--- src/rtl/usb_fs_endpoint_sender_multibuf.sv ---
// IN-endpoint packetiser: packs a byte stream into a ring of packet buffers and
// hands closed packets to the transaction layer while the next buffer keeps filling.
module usb_fs_endpoint_sender_multibuf #(
    parameter int MAX_PKT = 8,
    parameter int N_BUF   = 2,
    parameter int TIMEOUT = 0,
    parameter int ZLP_EN  = 1
) (
    input  logic                       i_clk,
    input  logic                       i_rst,
    output logic                       o_ready,
    input  logic                       i_valid,
    input  logic [7:0]                 i_data,
    input  logic                       i_flush,
    input  logic                       i_halt,
    output logic                       o_etStall,
    input  logic                       i_etReady,
    output logic                       o_etValid,
    output logic [8*MAX_PKT-1:0]       o_etData,
    output logic [$clog2(MAX_PKT):0]   o_etData_nBytes
);

    localparam int NBW = $clog2(MAX_PKT) + 1;
    localparam int PW  = $clog2(N_BUF);
    localparam int IW  = (TIMEOUT > 0) ? $clog2(TIMEOUT + 1) : 1;

    localparam logic [NBW-1:0] FULL_NB   = NBW'(MAX_PKT);
    localparam logic [IW-1:0]  IDLE_MAX  = IW'(TIMEOUT);
    localparam logic [IW-1:0]  IDLE_LAST = (TIMEOUT > 0) ? IW'(TIMEOUT - 1) : '0;

    logic [8*MAX_PKT-1:0] data [N_BUF];
    logic [NBW-1:0]       nbytes [N_BUF];
    logic [N_BUF-1:0]     closed;
    logic [PW-1:0]        wr_ptr;
    logic [PW-1:0]        rd_ptr;
    logic [IW-1:0]        idle_cnt;
    logic                 last_full;

    logic                 fill_open;
    logic                 accepted;
    logic                 et_accepted;
    logic                 do_close;
    logic                 idle_inc;
    logic [NBW-1:0]       fill_nb;
    logic [NBW-1:0]       fill_nb_next;

    always_comb begin
        fill_nb      = nbytes[wr_ptr];
        fill_open    = !closed[wr_ptr];
        accepted     = fill_open & !i_halt & i_valid;
        et_accepted  = i_etReady & closed[rd_ptr] & !i_halt;
        fill_nb_next = fill_nb + NBW'(accepted);
        do_close     = 1'b0;
        // Closing only ever targets an open fill buffer; halt does not block flush/timeout.
        if (fill_open) begin
            if (accepted && fill_nb_next == FULL_NB)
                do_close = 1'b1;
            if (i_flush && fill_nb_next != '0)
                do_close = 1'b1;
            if (TIMEOUT > 0 && !accepted && fill_nb != '0 && idle_cnt == IDLE_LAST)
                do_close = 1'b1;
            if (ZLP_EN != 0 && i_flush && !accepted && fill_nb == '0 && last_full)
                do_close = 1'b1;
        end
        idle_inc = fill_open && !accepted && fill_nb != '0 && idle_cnt != IDLE_MAX;
    end

    assign o_ready         = fill_open & !i_halt;
    assign o_etValid       = closed[rd_ptr] & !i_halt;
    assign o_etData        = data[rd_ptr];
    assign o_etData_nBytes = nbytes[rd_ptr];
    assign o_etStall       = i_halt;

    always_ff @(posedge i_clk) begin
        if (i_rst) begin
            for (int unsigned b = 0; b < N_BUF; b++) begin
                data[b]   <= '0;
                nbytes[b] <= '0;
            end
            closed    <= '0;
            wr_ptr    <= '0;
            rd_ptr    <= '0;
            idle_cnt  <= '0;
            last_full <= 1'b0;
        end else begin
            if (accepted) begin
                for (int unsigned b = 0; b < MAX_PKT; b++)
                    if (fill_nb == NBW'(b))
                        data[wr_ptr][8*b +: 8] <= i_data;
                nbytes[wr_ptr] <= fill_nb_next;
            end
            if (do_close) begin
                closed[wr_ptr] <= 1'b1;
                wr_ptr         <= wr_ptr + PW'(1);
                last_full      <= (fill_nb_next == FULL_NB);
            end
            if (do_close || accepted)
                idle_cnt <= '0;
            else if (idle_inc)
                idle_cnt <= idle_cnt + IW'(1);
            // Fill and send buffers never coincide here, so both updates can land together.
            if (et_accepted) begin
                data[rd_ptr]   <= '0;
                nbytes[rd_ptr] <= '0;
                closed[rd_ptr] <= 1'b0;
                rd_ptr         <= rd_ptr + PW'(1);
            end
        end
    end

endmodule
--- config.mk ---
export PLATFORM = sky130hd
export DESIGN_NAME = usb_fs_endpoint_sender_multibuf
export DESIGN_NICKNAME = d
export VERILOG_FILES = /design/src/rtl/usb_fs_endpoint_sender_multibuf.sv
export SDC_FILE = /design/constraint.sdc
export NUM_CORES = 1
export LEC_CHECK = 0
export BUFFER_PORTS_ARGS = -buffer_cell sky130_fd_sc_hd__buf_2
export CAP_MARGIN = 10
export CORE_ASPECT_RATIO = 0.8
export CORE_MARGIN = 2
export CORE_UTILIZATION = 58
export DETAILED_ROUTE_END_ITERATION = 7
export PLACE_DENSITY = 0.76
export RECOVER_POWER = 50
export SLEW_MARGIN = 30
export SYNTH_ARGS = -nofsm -noshare
export SYNTH_HDL_FRONTEND = slang
export SYNTH_SLANG_ARGS = --single-unit
export TNS_END_PERCENT = 30
--- constraint.sdc ---
create_clock -name i_clk -period 2.6 [get_ports i_clk]
set_input_delay 0.13 -clock i_clk [delete_from_list [all_inputs] [get_ports i_clk]]
set_output_delay 0.13 -clock i_clk [all_outputs]
set_load 0.02 [all_outputs]
* Word level (Yosys, flattened, before mapping) *
Memories as Yosys holds them, arrays and structs flattened. A register that Yosys moved wholly into a read port is not among the register bits.
Index checks and enable logic that the tools add are counted.

storage, ports and cells
  output and inout bits = 71
  memories = 2
  bits in registers = 5
  RAM bits = 136
  word-level logic and storage cells = 118
  input bits = 14

memories
  name    depth  bits a word  read ports  clocked after memory_dff  wr ports  line  RTL
  data    2      64           1           1                         2         31    logic [8*MAX_PKT-1:0] data [N_BUF];
  nbytes  2      4            2           2                         2         32    logic [NBW-1:0] nbytes [N_BUF];

operators by class
  reductions and logical operators = 16
  bitwise operators = 8
  equality and inequality tests = 8
  multiplexer cells = 73
  add/sub/neg operators = 3
  magnitude comparators = 4

operator list
  cell                                                                  count
  64-bit two-way mux                                                    2
  64-bit OR reduction                                                   2
  1-bit two-way mux                                                     63
  4-bit by 3-bit == test with 1-bit output, second input constant       4
  4-bit by 2-bit == test with 1-bit output, second input constant       2
  4-bit two-way mux                                                     2
  8-bit two-way mux                                                     1
  4-bit OR reduction                                                    2
  1-bit logical AND                                                     7
  2-bit two-way mux                                                     3
  1-bit bitwise AND                                                     5
  4-bit by 1-bit adder with 4-bit output                                1
  4-bit by 1-bit == test with 1-bit output, second input constant       1
  4-bit == test, second input constant                                  1
  4-bit zero test                                                       1
  1-bit by 2-bit < comparator with 1-bit output, second input constant  2
  4-bit nonzero test                                                    1
  1-bit zero test                                                       3
  1-bit adder, second input constant                                    2
  2-bit bitwise AND                                                     1
  1-bit demux with 1-bit select                                         2
  1-bit greater-or-equal comparator, second input constant              2
  2-bit inverter                                                        1
  2-bit OR                                                              1

* Logic depth before layout (Yosys ltp) *
Gate-level depths: netlist (run 1).

  word-level depth = 16
  gate-level depth with buffers = 8
  mapped depth without buffers = 8

* Worst setup path before layout (run 1) *
Ideal clock, no wire load.

  path kind = flip-flop to flip-flop
  from = reg (tool-made name)
  to = reg (tool-made name)
  setup slack = 0.276 ns
  data required time = 2.483 ns
  setup time = 0.117 ns
  path buffers = 0
  cell stages (with the launch flop) = 9
  arrival time = 2.206 ns
  period minus slack after synthesis = 2.324 ns
  cell sequence = dfxtp_1 mux2i_1 inv_2 ha_1 ha_1 nor2_1 o311ai_2 a22o_1 a32o_1

==> results.sh, run 1 <==
export IMPL_status="complete, no violations"
export IMPL_ant_nets=0
export IMPL_drive_above_1_share_pct=18.1
export IMPL_worst_slew_pin_slew_ns=1.05
export IMPL_fp_dieH_um=101
export IMPL_power_uw=5230
export IMPL_vias=6130
export IMPL_grt_first_pass_wirelength_um=30300
export IMPL_internal_power_uw=4050
export IMPL_avgSynthCellArea_um2=8.73
export IMPL_relSlewSlack_pct=30.1
export IMPL_clk_path_buf_depth=2
export IMPL_tns_ns=0
export IMPL_end_kind="register"
export IMPL_drc=0
export IMPL_netSwitchingPower_uw=1180
export IMPL_startpoint_type="register"
export IMPL_slowest_delay_ns=0.54
export IMPL_post_layout_nonfiller_instances=998
export IMPL_synthesis_instances=782
export IMPL_max_cap_viol_count=0
export IMPL_num_rows=35
export IMPL_power_leakage_uw=0.00307
export IMPL_fillers=909
export IMPL_synth_warnings=0
export IMPL_area_delta_synth_final_pct=15.5
export IMPL_synth_cell_type_count=54
export IMPL_placed_area_mm2=0.00736
export IMPL_clock_latency_ns=0.42
export IMPL_dp_cells=966
export IMPL_final_nets=853
export IMPL_r2r_cells=8
export IMPL_grt_overflow=0
export IMPL_cts_tree="done"
export IMPL_async_flop_share_pct=0
export IMPL_cp_buffers_inverters=1
export IMPL_critPathTopFamily="compound AO/OA/AOI/OAI gates"
export IMPL_ir_drop_v=0.000498
export IMPL_setup_ws_ns=0.114
export IMPL_wire_per_inst_um=18.8
export IMPL_fmax_mhz=402
export IMPL_diodes=0
export IMPL_clkPwrFrac_pct=51.1
export IMPL_cts_made_buffers=17
export IMPL_finalSetupViolations=0
export IMPL_synth_net_count=798
export IMPL_r2r_slack_ns=0.11
export IMPL_most_common_layout_cells="dfxtp_1 (142), nand2_1 (116), a21oi_1 (115)"
export IMPL_crit_path_frequent_cell="ha_1"
export IMPL_crit_fanout=7
export IMPL_vias_per_cell=6.14
export IMPL_arrival_ns=2.80
export IMPL_root_buffer="clkbuf_16"
export IMPL_synth_seq_area_share_pct=41.9
export IMPL_finalClockSkew_ns=0.0125
export IMPL_crit_type="register to register"
export IMPL_cp_slowest_cell="dfxtp_1"
export IMPL_antenna_found_initial=0
export IMPL_period_needed_ns=2.49
export IMPL_drtIter0Drc=578
export IMPL_wl_um=18800
export IMPL_cp_required_ns=2.92
export IMPL_grt_max_degree=69
export IMPL_p_per_area_mw_per_mm2=663
export IMPL_core_area_mm2=0.0115
export IMPL_clock_sinks=143
export IMPL_seqPwrFrac_pct=42.6
export IMPL_die_area_mm2=0.0127
export IMPL_synth_area_mm2=0.00683
export IMPL_die_w_um=125
export IMPL_hold_viol_final=0
export IMPL_path_depth=8
export IMPL_ys_seq_elements=143
export IMPL_slew_viol_final=0
export IMPL_finalInstanceArea_mm2=0.00789
export IMPL_finalWeightedCongestion=0.897
export IMPL_layout_commonest_cell="dfxtp_1"
export IMPL_switching_share_pct=22.6
export IMPL_grt_usage_pct=29.9
export IMPL_dp_slack_ns=0.201
export IMPL_dr_pass1_iters=5
export IMPL_detailed_place_hpwl_um=11200
export IMPL_period_share_pct=95.6
export IMPL_ys_flop_type="dfxtp_1"
export IMPL_synth_edf_count=0
export IMPL_clk_pin_slew_ns=0.06
export IMPL_io_pins=85
export IMPL_htree_levels=4
export IMPL_numPortBuffers=84
export IMPL_pwr_share_comb_pct=6.3
export IMPL_start_util_pct=59.3
export IMPL_min_path_type="primary input to register"
export IMPL_crit_chain="mux2i_1 -> inv_2 -> ha_1 -> ha_1 -> nor2_1 -> o311ai_2 -> a22o_1 -> a32o_1"
export IMPL_grt_pass1_vias=6021
[cell type report]
| type | instances | area [um2] | share of cell area (%) |
|---|---|---|---|
| clock buffer | 24 | 502 | 6.36 |
| clock inverter | 8 | 150 | 1.90 |
| inverter | 7 | 26.3 | 0.333 |
| multi-input combinational | 564 | 3660 | 46.4 |
| sequential | 143 | 2860 | 36.3 |
| tap | 148 | 185 | 2.35 |
| timing repair buffer | 104 | 504 | 6.39 |
[synth_stat cells, types with 2 or more instances]
master,n,share of area [%]
a21oi_1,115,8.4
a32o_1,2,0.29
and3_1,3,0.27
buf_1,17,0.93
buf_2,14,1.0
buf_4,2,0.22
clkbuf_1,34,1.9
dfxtp_1,143,42
ha_1,2,0.37
inv_1,4,0.22
inv_2,3,0.16
mux2_2,69,11
mux2i_1,29,4.3
nand2_1,116,6.4
nand3_1,43,3.2
nand3b_1,56,6.2
nor2_1,33,1.8
nor2b_1,26,2.4
nor3_1,8,0.59
nor3_2,4,0.59
nor3b_1,3,0.33
nor3b_2,2,0.37
nor4_2,2,0.37
o211ai_1,16,1.8
or3_1,4,0.37
or4_1,2,0.22
xnor2_1,3,0.38
[sequential cells by signal (all words and copies together), names as in the netlist, named ones only]
| register | flops |
|---|---|
| rd_ptr | 1 |
| data | 128 |
| nbytes | 8 |
| wr_ptr | 1 |
| last_full | 1 |
| closed | 2 |
[power by group through the flow]
stage	Clock [uW]	Combinational, uW	Sequential (uW)
5_1_grt	2790	347	2230
4_1_cts	2690	324	2230
3_3_place_gp	0	314	2270
2_1_floorplan	0	218	2270
6_report	2670	328	2230
3_5_place_dp	0	322	2280
[worst register-to-register path, cell delays in order, from the launching register on]
cell	delay, ns
dfxtp_1	0.54
mux2i_1	0.32
inv_2	0.08
ha_1	0.22
ha_1	0.34
nor2_1	0.22
o311ai_2	0.16
a22o_1	0.29
a32o_1	0.22
[cells by family (layout without fill, tap and decap cells)]
group	after synthesis	in the layout	share of synthesized area, %
buf+inv	75	143	4.60
flops	143	143	41.9
fa+ha+maj	2	2	0.367
compound gates	148	148	12.5
mux	99	99	16.0
xor+xnor	4	4	0.513
simple gates	311	311	24.1
[timing repair]
action	in CTS	in global routing
setup buffers	0	0
hold buffers	0	0
endpoints found under the setup margin	0	1
gates resized for setup	0	1
hold endpoints to repair	0	0
[layer usage]
layer  GRT usage, %  part of all wire (%)  vias up
li1               -                     -     2837
met3           6.16                   7.3       34
met1           39.5                    44     2983
met5              0                     0        -
met4           11.4                   2.0        0
met2           48.7                    47      276
[how the worst min path moves through the flow]
| stage | from | end | depth (start not counted) | slack (ns) |
|---|---|---|---|---|
| finish | i_rst | rd_ptr | 2 | 0.04 |
| detailed placement | data[1][29] | data[1][29] | 2 | 0.45 |
| global placement | data[1][14] | data[1][14] | 2 | 0.45 |
| CTS | i_rst | register | 2 | 0.04 |
| global route | i_rst | rd_ptr | 2 | 0.06 |
| floorplan | i_data[2] | data[0][10] | 2 | 0.27 |
[through the flow]
step / util (%) / hold slack, ns
after floorplan: - / 0.270
after global placement: 63.9 / 0.446
after detailed placement: 63.9 / 0.455
after CTS: 69.5 / 0.0366
after global routing: 68.5 / 0.0578
final: 68.5 / 0.0395
No activity file was read; power rests on OpenSTA's default activity.
==> inputs of run 2 (changes only) <==
--- a/config.mk
+++ b/config.mk
@@ -7,12 +7,15 @@
 export LEC_CHECK = 0
 export BUFFER_PORTS_ARGS = -buffer_cell sky130_fd_sc_hd__buf_2
 export CAP_MARGIN = 10
+export CELL_PAD_IN_SITES_DETAIL_PLACEMENT = 0
+export CELL_PAD_IN_SITES_GLOBAL_PLACEMENT = 2
 export CORE_ASPECT_RATIO = 0.8
 export CORE_MARGIN = 2
-export CORE_UTILIZATION = 58
+export CORE_UTILIZATION = 35
 export DETAILED_ROUTE_END_ITERATION = 7
 export PLACE_DENSITY = 0.76
 export RECOVER_POWER = 50
+export SETUP_SLACK_MARGIN = 0.3
 export SLEW_MARGIN = 30
 export SYNTH_ARGS = -nofsm -noshare
 export SYNTH_HDL_FRONTEND = slang
==> results.sh, run 2 (synthesized netlist as in run 1, its figures left out) <==
export IMPL_r2r_slack_ns=0.37
export IMPL_worst_slew_pin_slew_ns=1.17
export IMPL_cp_required_ns=2.47
export IMPL_detailed_place_hpwl_um=12300
export IMPL_dr_pass1_iters=5
export IMPL_startpoint_type="register"
export IMPL_period_share_pct=91.8
export IMPL_antenna_found_initial=0
export IMPL_io_pins=85
export IMPL_die_area_mm2=0.0206
export IMPL_core_area_mm2=0.0190
export IMPL_cp_buffers_inverters=2
export IMPL_p_per_area_mw_per_mm2=653
export IMPL_drive_above_1_share_pct=20.2
export IMPL_wl_um=20400
export IMPL_largest_reg_flops=128
export IMPL_crit_fanout=38
export IMPL_internal_power_uw=4080
export IMPL_period_needed_ns=2.39
export IMPL_slew_viol_final=0
export IMPL_arrival_ns=2.26
export IMPL_clock_latency_ns=0.42
export IMPL_hold_depth=2
export IMPL_netSwitchingPower_uw=1190
export IMPL_grt_setup_unrepaired="true"
export IMPL_pwr_share_comb_pct=6.5
export IMPL_grt_overflow=0
export IMPL_vias=5903
export IMPL_end_kind="output pin"
export IMPL_diodes=0
export IMPL_fp_dieH_um=129
export IMPL_finalClockSkew_ns=0.00876
export IMPL_finalSetupViolations=0
export IMPL_whs_ns=0.0548
export IMPL_hold_viol_final=0
export IMPL_layout_commonest_cell="dfxtp_1"
export IMPL_slowest_delay_ns=0.84
export IMPL_path_depth=3
export IMPL_clock_sinks=143
export IMPL_tns_ns=0
export IMPL_htree_levels=4
export IMPL_critPathTopFamily="buffers and inverters"
export IMPL_max_cap_viol_count=0
export IMPL_post_cts_buffers=0
export IMPL_regMostFlops="data"
export IMPL_clk_path_buf_depth=2
export IMPL_grt_pass1_vias=5853
export IMPL_cp_slowest_cell="clkbuf_2"
export IMPL_power_leakage_uw=0.00314
export IMPL_wire_per_inst_um=18.4
export IMPL_ir_drop_v=0.000357
export IMPL_area_delta_synth_final_pct=18.3
export IMPL_clkPwrFrac_pct=51.3
export IMPL_drc=0
export IMPL_clk_pin_slew_ns=0.06
export IMPL_switching_share_pct=22.6
export IMPL_grt_first_pass_wirelength_um=32300
export IMPL_cts_tree="done"
export IMPL_most_common_layout_cells="dfxtp_1 (139), nand2_1 (116), a21oi_1 (115)"
export IMPL_num_rows=45
export IMPL_cts_made_buffers=17
export IMPL_finalWeightedCongestion=0.836
export IMPL_die_w_um=160
export IMPL_fmax_mhz=419
export IMPL_numPortBuffers=84
export IMPL_grt_usage_pct=20.0
export IMPL_status="complete, no violations"
export IMPL_seqPwrFrac_pct=42.3
export IMPL_grt_max_degree=75
export IMPL_root_buffer="clkbuf_16"
export IMPL_vias_per_cell=5.33
export IMPL_largest_registers="data x128, nbytes x8, closed x2"
export IMPL_crit_type="register to output pin"
export IMPL_crit_chain="clkbuf_2 -> mux2_2 -> buf_2"
export IMPL_ant_nets=0
export IMPL_drtIter0Drc=410
export IMPL_relSlewSlack_pct=22.0
export IMPL_final_nets=855
export IMPL_r2r_cells=6
export IMPL_start_util_pct=35.9
export IMPL_min_path_type="primary input to register"
## run 2: cell count changes in the layout (fill, tap and decap cells not counted), sizes merged
cell    change
inv         -1
clkbuf     -14
clkinv      +2
buf        +12
bufinv      +1
## run 2: worst paths after layout
kind / startpoint / end
worst max register to register: register / data[0][43]
worst max-delay path: register / o_etData[63]
worst min-delay path: i_rst / register
worst min register to register: data[1][10] / data[1][10]
## run 2: metrics by stage
stage / utilization [%] / instance area (um2) / std cells / worst slack, ns / total power [uW]
after floorplan: - / 6830 / 782 / 0.331 / 2490
after global placement: 39.4 / 7500 / 1078 / 0.299 / 2610
after detailed placement: 39.4 / 7500 / 1078 / 0.239 / 2620
after CTS: 42.8 / 8150 / 1108 / 0.332 / 5320
after global routing: 42.4 / 8080 / 1108 / 0.134 / 5450
final: 42.4 / 8080 / 1108 / 0.213 / 5270
## run 2: metal layers
layer / vias up / global-route usage [%] / part of all wire [%]
met1: 2881 / 27.5 / 47
met3: 19 / 3.80 / 5.4
met2: 159 / 32.5 / 46
met5: - / 0 / 0
li1: 2844 / - / -
met4: 0 / 5.72 / 1.3
## run 2: cell type report
type | instances | area, um2
well taps | 258 | 323
multi-input cells | 564 | 3680
flip-flops and latches | 143 | 2870
fillers | 1921 | 11000
repair buffers | 106 | 528
clock buffers | 20 | 467
clock inverters | 10 | 185
inverters | 7 | 26.3
## run 2: worst reg2reg max path, cell delays in order, from the launching register on
cell      delay [ns]
dfxtp_4         0.38
buf_4           0.17
nor3b_1         0.28
o21bai_1        0.19
or4_1           0.76
mux2i_1         0.25
nor2_1          0.06
## run 2: what timing repair did
action | CTS | global route
resized for setup | 1 | 11
endpoints found under the setup margin | 3 | 23
pin swaps | 0 | 2
hold buffers | 0 | 0
## run 2: power groups by stage
stage / Clock (uW) / Sequential (uW) / Combinational, uW
final: 2700 / 2230 / 341
after global routing: 2850 / 2230 / 367
after global placement: 0 / 2270 / 331
after detailed placement: 0 / 2280 / 340
after CTS: 2750 / 2230 / 342
after floorplan: 0 / 2270 / 219
==> inputs of run 3 (changes only) <==
--- a/config.mk
+++ b/config.mk
@@ -5,7 +5,7 @@
 export SDC_FILE = /design/constraint.sdc
 export NUM_CORES = 1
 export LEC_CHECK = 0
-export BUFFER_PORTS_ARGS = -buffer_cell sky130_fd_sc_hd__buf_2
+export BUFFER_PORTS_ARGS = -buffer_cell sky130_fd_sc_hd__buf_4
 export CAP_MARGIN = 10
 export CELL_PAD_IN_SITES_DETAIL_PLACEMENT = 0
 export CELL_PAD_IN_SITES_GLOBAL_PLACEMENT = 2
==> results.sh, run 3 (synthesized netlist as in run 1, its figures left out) <==
export IMPL_regMostFlops="data"
export IMPL_dp_cells=1079
export IMPL_slowest_delay_ns=0.82
export IMPL_start_util_pct=35.9
export IMPL_power_leakage_uw=0.00310
export IMPL_switching_share_pct=24.2
export IMPL_end_kind="output pin"
export IMPL_diodes=0
export IMPL_drc=0
export IMPL_grt_pass1_vias=6052
export IMPL_seqCellArea_mm2=0.00287
export IMPL_status="complete, no violations"
export IMPL_wl_um=20300
export IMPL_cp_required_ns=2.47
export IMPL_min_path_type="primary input to register"
export IMPL_finalInstanceArea_mm2=0.00813
export IMPL_final_nets=857
export IMPL_slew_viol_final=0
export IMPL_crit_chain="clkbuf_4 -> mux2_2 -> buf_4"
export IMPL_io_pins=85
export IMPL_ant_nets=0
export IMPL_most_common_layout_cells="dfxtp_1 (141), nand2_1 (116), a21oi_1 (115)"
export IMPL_crit_type="register to output pin"
export IMPL_dr_pass1_iters=6
export IMPL_grt_setup_unrepaired="true"
export IMPL_finalSetupViolations=0
export IMPL_period_needed_ns=2.36
export IMPL_worst_slew_pin_slew_ns=1.08
export IMPL_cp_slowest_cell="clkbuf_4"
export IMPL_htree_levels=4
export IMPL_p_per_area_mw_per_mm2=609
export IMPL_fp_dieH_um=129
export IMPL_clk_pin_slew_ns=0.06
export IMPL_clk_path_buf_depth=2
export IMPL_fin_util_pct=42.7
export IMPL_crit_fanout=68
export IMPL_largest_registers="data x128, nbytes x8, closed x2"
export IMPL_fmax_mhz=424
export IMPL_finalWeightedCongestion=0.850
export IMPL_post_layout_nonfiller_instances=1111
export IMPL_grt_first_pass_wirelength_um=32200
export IMPL_antenna_found_initial=0
export IMPL_die_area_mm2=0.0206
export IMPL_post_cts_buffers=0
export IMPL_area_delta_synth_final_pct=19.0
export IMPL_arrival_ns=2.23
export IMPL_period_share_pct=90.6
export IMPL_hold_viol_final=0
export IMPL_wire_per_inst_um=18.3
export IMPL_clock_latency_ns=0.42
export IMPL_seqPwrFrac_pct=45.0
export IMPL_cts_tree="done"
export IMPL_die_w_um=160
export IMPL_detailed_place_hpwl_um=12800
export IMPL_core_area_mm2=0.0190
export IMPL_vias_per_cell=5.37
export IMPL_ir_drop_v=0.000331
export IMPL_layout_commonest_cell="dfxtp_1"
export IMPL_cts_made_buffers=17
export IMPL_placed_area_mm2=0.00772
export IMPL_root_buffer="clkbuf_16"
export IMPL_multi_input_area_mm2=0.00371
export IMPL_numPortBuffers=84
export IMPL_relSlewSlack_pct=27.8
export IMPL_fillers=1916
export IMPL_internal_power_uw=3750
export IMPL_vias=5966
export IMPL_finalClockSkew_ns=0.00997
export IMPL_max_cap_viol_count=0
export IMPL_clkPwrFrac_pct=47.9
export IMPL_pwr_share_comb_pct=7.1
export IMPL_largest_reg_flops=128
export IMPL_clock_sinks=143
export IMPL_drive_above_1_share_pct=19.9
export IMPL_netSwitchingPower_uw=1200
export IMPL_grt_usage_pct=20.0
export IMPL_drtIter0Drc=353
export IMPL_tns_ns=0
export IMPL_startpoint_type="register"
export IMPL_power_uw=4950
export IMPL_grt_overflow=0
export IMPL_grt_max_degree=69
export IMPL_num_rows=45
[run 3: worst paths after layout]
path,start,endpoint,slack (ns),cells past startpoint
setup / recovery,register,o_etData[46],0.24,3
hold / removal,i_data[6],data[1][54],0.08,3
hold reg to reg,data[0][8],data[0][8],0.46,2
setup reg to reg,register,register,0.31,7
[run 3: power groups by stage]
stage               sequential (uW)  clock, uW  combinational [uW]
finish                         2230       2370                 352
CTS                            2230       2420                 359
floorplan                      2270          0                 219
global placement               2270          0                 350
global route                   2230       2510                 377
detailed placement             2280          0                 356
[run 3: layer usage]
layer / vias up / part of all wire, % / track usage [%]
met3: 26 / 4.8 / 4.22
met4: 0 / 2.2 / 8.85
met5: - / 0 / 0
met1: 2925 / 48 / 26.0
li1: 2861 / - / -
met2: 154 / 45 / 32.3
[run 3: critical path: cells and delay by family (launching register included)]
kind | cells | cell delay [ns]
buf+inv | 2 | 0.99
flops | 1 | 0.31
mux | 1 | 0.46
[run 3: area by class of cell]
cell class	count	share of cell area, %
multi-input cells	564	45.7
flip-flops and latches	143	35.3
repair buffers	108	7.84
clock buffers	21	5.54
well taps	258	3.97
clock inverters	10	1.40
inverters	7	0.323
[run 3: what timing repair did]
item,in CTS,in global routing
hold buffers,1,0
pin swaps,0,2
setup endpoints to repair,3,10
gates cloned,0,0
resized for setup,2,10
hold endpoints to repair,1,0
[run 3: stage by stage]
stage          setup slack (ns)  hold WS, ns
5_1_grt                   0.139       0.0800
4_1_cts                   0.301       0.0577
3_3_place_gp              0.353        0.347
2_1_floorplan             0.331        0.270
3_5_place_dp              0.282        0.353
6_report                  0.244       0.0768
